[src/rtl/traffic_timed_ctrl.sv]
`default_nettype none
// ============================================================================
// Module   : traffic_timed_ctrl
// Brief    : Timed highway/country junction controller with pedestrian walk.
// Revision : 1.0 - initial release
// ============================================================================
module traffic_timed_ctrl #(
  parameter int GREEN_MIN   = 8,
  parameter int YELLOW_T    = 3,
  parameter int ALLRED_T    = 1,
  parameter int COUNTRY_MIN = 4,
  parameter int COUNTRY_MAX = 12,
  parameter int CNT_W       = 4
) (
  input  logic       clk,
  input  logic       rst,
  input  logic       x,
  input  logic       ped_req,
  output logic [1:0] Highway,
  output logic [1:0] Country,
  output logic [2:0] state,
  output logic       walk
);

  typedef enum logic [2:0] {
    S0 = 3'd0,
    S1 = 3'd1,
    S2 = 3'd2,
    S3 = 3'd3,
    S4 = 3'd4,
    S5 = 3'd5
  } state_t;

  localparam logic [1:0] c_red    = 2'b00;
  localparam logic [1:0] c_yellow = 2'b01;
  localparam logic [1:0] c_green  = 2'b10;

  // Last timer value of each phase; the phase is left on the edge that sees it.
  localparam logic [CNT_W-1:0] c_green_last  = CNT_W'(GREEN_MIN - 1);
  localparam logic [CNT_W-1:0] c_yellow_last = CNT_W'(YELLOW_T - 1);
  localparam logic [CNT_W-1:0] c_allred_last = CNT_W'(ALLRED_T - 1);
  localparam logic [CNT_W-1:0] c_cmin_last   = CNT_W'(COUNTRY_MIN - 1);
  localparam logic [CNT_W-1:0] c_cmax_last   = CNT_W'(COUNTRY_MAX - 1);
  localparam logic [CNT_W-1:0] c_timer_max   = '1;

  state_t           r_state;
  state_t           w_next;
  logic [CNT_W-1:0] r_timer;
  logic             r_ped_pending;
  logic             r_walk;
  logic             w_enter_ctry;

  always_comb begin
    w_next = S0;
    case (r_state)
      S0: w_next = (r_timer >= c_green_last && (x || r_ped_pending)) ? S1 : S0;
      S1: w_next = (r_timer == c_yellow_last) ? S2 : S1;
      S2: w_next = (r_timer == c_allred_last) ? S3 : S2;
      // Country green ends on demand loss after the minimum, or on timeout.
      S3: w_next = ((r_timer >= c_cmin_last && !x) || r_timer == c_cmax_last) ? S4 : S3;
      S4: w_next = (r_timer == c_yellow_last) ? S5 : S4;
      S5: w_next = (r_timer == c_allred_last) ? S0 : S5;
      default: w_next = S0;
    endcase
  end

  assign w_enter_ctry = (r_state == S2) && (w_next == S3);

  always_ff @(posedge clk or negedge rst) begin
    if (!rst) begin
      r_state       <= S0;
      r_timer       <= '0;
      r_ped_pending <= 1'b0;
      r_walk        <= 1'b0;
    end else begin
      r_state <= w_next;
      if (w_next != r_state) begin
        r_timer <= '0;
      end else if (r_timer != c_timer_max) begin
        r_timer <= r_timer + 1'b1;
      end
      // A press on the serving edge is kept for the following round.
      if (ped_req) begin
        r_ped_pending <= 1'b1;
      end else if (w_enter_ctry) begin
        r_ped_pending <= 1'b0;
      end
      if (w_enter_ctry) begin
        r_walk <= r_ped_pending;
      end else if (w_next != S3) begin
        r_walk <= 1'b0;
      end
    end
  end

  always_comb begin
    Highway = c_red;
    Country = c_red;
    case (r_state)
      S0:      Highway = c_green;
      S1:      Highway = c_yellow;
      S3:      Country = c_green;
      S4:      Country = c_yellow;
      default: ;
    endcase
  end

  assign state = r_state;
  assign walk  = r_walk;

endmodule
`default_nettype wire

[config.mk]
export PLATFORM = sky130hd
export DESIGN_NAME = traffic_timed_ctrl
export DESIGN_NICKNAME = d
export VERILOG_FILES = /design/src/rtl/traffic_timed_ctrl.sv
export SDC_FILE = /design/constraint.sdc
export NUM_CORES = 1
export LEC_CHECK = 0
export ABC_CLOCK_PERIOD_IN_PS = 2600
export CAP_MARGIN = 10
export CORE_MARGIN = 2
export CORE_UTILIZATION = 35
export DETAILED_ROUTE_END_ITERATION = 7
export GPL_TIMING_DRIVEN = 1
export HOLD_SLACK_MARGIN = 0.03
export PLACE_DENSITY = 0.57
export SLEW_MARGIN = 20
export SYNTH_ARGS = -nofsm -noshare
export SYNTH_HDL_FRONTEND = slang
export SYNTH_SLANG_ARGS = --single-unit
[constraint.sdc]
create_clock -name clk -period 2.6 [get_ports clk]
set_input_delay 0.52 -clock clk [delete_from_list [all_inputs] [get_ports clk]]
set_output_delay 0.52 -clock clk [all_outputs]
set_load 0.02 [all_outputs]
==> flow_summary.ini <==
[run_status]
status = complete, no violations

[synth]
ys_types = 35
synth_edf_count = 0
synthTopCellsByArea = dfrtp_1 35%, nor2_1 6.4%, ha_1 5.8%
yosysSeqAreaShare = 0.3509
synth_warnings = 0
async_reset_ff_frac = 1.000
ys_top_cells_by_count = 11 x nor2_1, 9 x dfrtp_1, 4 x a21oi_1, 4 x nand2_1
synth.most_common_cell = nor2_1
synth_flop_cell = dfrtp_1
yosysTopAreaCellShare = 0.3509
syn-num-nets = 81
ys_seq_elements = 9
syn_area_sq_um = 641.9
postSynthAreaPerCell_sq_um = 8.674
synthCells = 74
synth_top_area_cell = dfrtp_1

[floorplanning]
io_pins = 12
fp-row-count = 15
die_x_um = 46.83
die_h_um = 46.83
start_util = 0.3717
dieArea_sq_um = 2193
core_sq_um = 1727

[sta]
fin_crit_sh = 0.8796
min_period_ps = 2287
worst-slew-pin-transition_ps = 599.0
setup-tns-final_ps = 0
fmax_ghz = 0.4373
rsz0062_at_grt = false
slew_violations = 0
setup_viol = 0
hold_viol_final = 0
whs_ps = 539.0
slew_headroom = 0.5998
skew_ps = 5.945

[grt]
grt_usage = 0.1600
grt_pass1_wl_um = 2387
grt_max_degree = 12
grt_overflow_total = 0
antenna_found_initial = 0
grt_pass1_vias = 534

[cts]
cts_buffer_depth = 2
cts_tree = built
cts_resized = 0
clk-insertion-delay-late_ps = 270
cts_htree_levels = 1
cts_sinks = 9
cts_root_buf = clkbuf_4
clk_pin_slew_ps = 60
hold_buffers = 0
post_cts_buffers = 0
numCtsBuffers = 3

[critical_path]
cp.arrival_ps = 1770
worstSetupPathType = reg2out
critPathCaptureType = primary output
slowest_delay_ps = 600
crit_chain = or2_2 -> nor2_1 -> clkdlybuf4s50_1
worstPathMaxFanout = 8
path_delay_family = buffers and inverters
cp_num_buf_inv = 1
worstPathRequired_ps = 2080
cp_slowest_cell = clkdlybuf4s50_1
startpoint_type = flip-flop

[flow_run]
max_cap_viol_count = 0

[route]
firstDrtPassIters = 4
wl_per_cell_um = 13.02
drtIter0Drc = 23
viasPerCell = 5.482
postRouteAntennaNets = 0
drc = 0
routed_wl_um = 1458
vias = 614

[placed_design]
finalWeightedCongestion = 0.7594
portBuffers = 11
dp_hpwl_um = 1099

[min_path]
hold_path_class = reg2reg

[layout]
multiInputGateArea_sq_um = 385.4
drive_gt1_frac = 0.1034
syn_to_final_growth_pct = 24.17
fillCellCount = 186
antenna_cells = 0
regArea_sq_um = 225.2
nets = 95

[power_and_ir_drop]
ir_drop_mv = 0.5311
p_leak_nw = 0.3290
p_per_area_nw_per_um2 = 1252
==> layout make-up <==
type / instances / area share
Tap cell: 25 / 0.03925
Inverter: 3 / 0.01413
Clock buffer: 4 / 0.03297
Timing Repair Buffer: 12 / 0.1476
Sequential cell: 9 / 0.2826
Multi-Input combinational cell: 59 / 0.4835
==> state kept, by name, summed over array words and instances (netlist names) <==
signal / flops
walk: 1
r_timer: 4
r_ped_pending: 1
state: 3
==> power by group <==
| group | switching [mW] | leakage [nW] | internal (mW) |
|---|---|---|---|
| sequential | 0.0957 | 0.114 | 0.195 |
| clock | 0.0538 | 0.0150 | 0.0593 |
| combinational | 0.319 | 0.200 | 0.275 |
| total | 0.468 | 0.329 | 0.530 |
==> cells by family (layout without fill, tap and decap cells) <==
group | count (synthesis) | in the layout | share of synthesized area
XOR/XNOR | 1 | 1 | 0.01365
AO/OA/AOI/OAI | 19 | 19 | 0.2183
flip-flops | 9 | 9 | 0.3509
AND/OR/NAND/NOR | 35 | 35 | 0.2943
buffers and inverters | 6 | 19 | 0.04872
multiplexers | 1 | 1 | 0.01560
adder cells (fa/ha/maj) | 3 | 3 | 0.05849
==> through the flow <==
step | utilization | area [sq um] | instances | power (mW) | worst slack [ps]
2_1_floorplan | - | 641.9 | 74 | 0.7003 | 755.2
3_3_place_gp | 0.4464 | 770.7 | 108 | 0.8872 | 369.1
3_5_place_dp | 0.4464 | 770.7 | 108 | 0.8871 | 341.1
4_1_cts | 0.4616 | 797.0 | 112 | 1.005 | 293.2
5_1_grt | 0.4616 | 797.0 | 112 | 1.080 | 228.9
6_report | 0.4616 | 797.0 | 112 | 0.9980 | 313.1
==> worst paths after layout <==
check	startpoint	endpoint	slack, ps	depth (start not counted)
max	state[2]	Highway[1]	310	3
min	r_ped_pending	r_ped_pending	540	1
max reg2reg	r_timer[0]	r_timer[3]	570	6
min reg2reg	r_ped_pending	r_ped_pending	540	1
max in group asynchronous	rst	r_ped_pending	1750	1
min in group asynchronous	rst	r_timer[1]	550	1
==> cells in the final DEF (no fill, tap or decap), drive strengths merged, types with 2 or more instances in the layout <==
cell	instances
inv	3
a21oi	4
dfrtp	9
nor2	11
ha	3
nand2	4
and2	2
clkdlybuf4s50	11
a311oi	2
nand2b	2
o21ai	5
nor3	3
nor3b	3
clkbuf	4
nand3	3
==> layer usage <==
| metal | share of wire | track usage | vias to the layer above |
|---|---|---|---|
| met5 | 0 | 0 | - |
| met4 | 0.038 | 0.1000 | 0 |
| met3 | 0.077 | 0.04615 | 9 |
| met2 | 0.46 | 0.2548 | 34 |
| met1 | 0.42 | 0.1887 | 281 |
| li1 | - | - | 290 |
No activity file was read; power rests on OpenSTA's default activity.
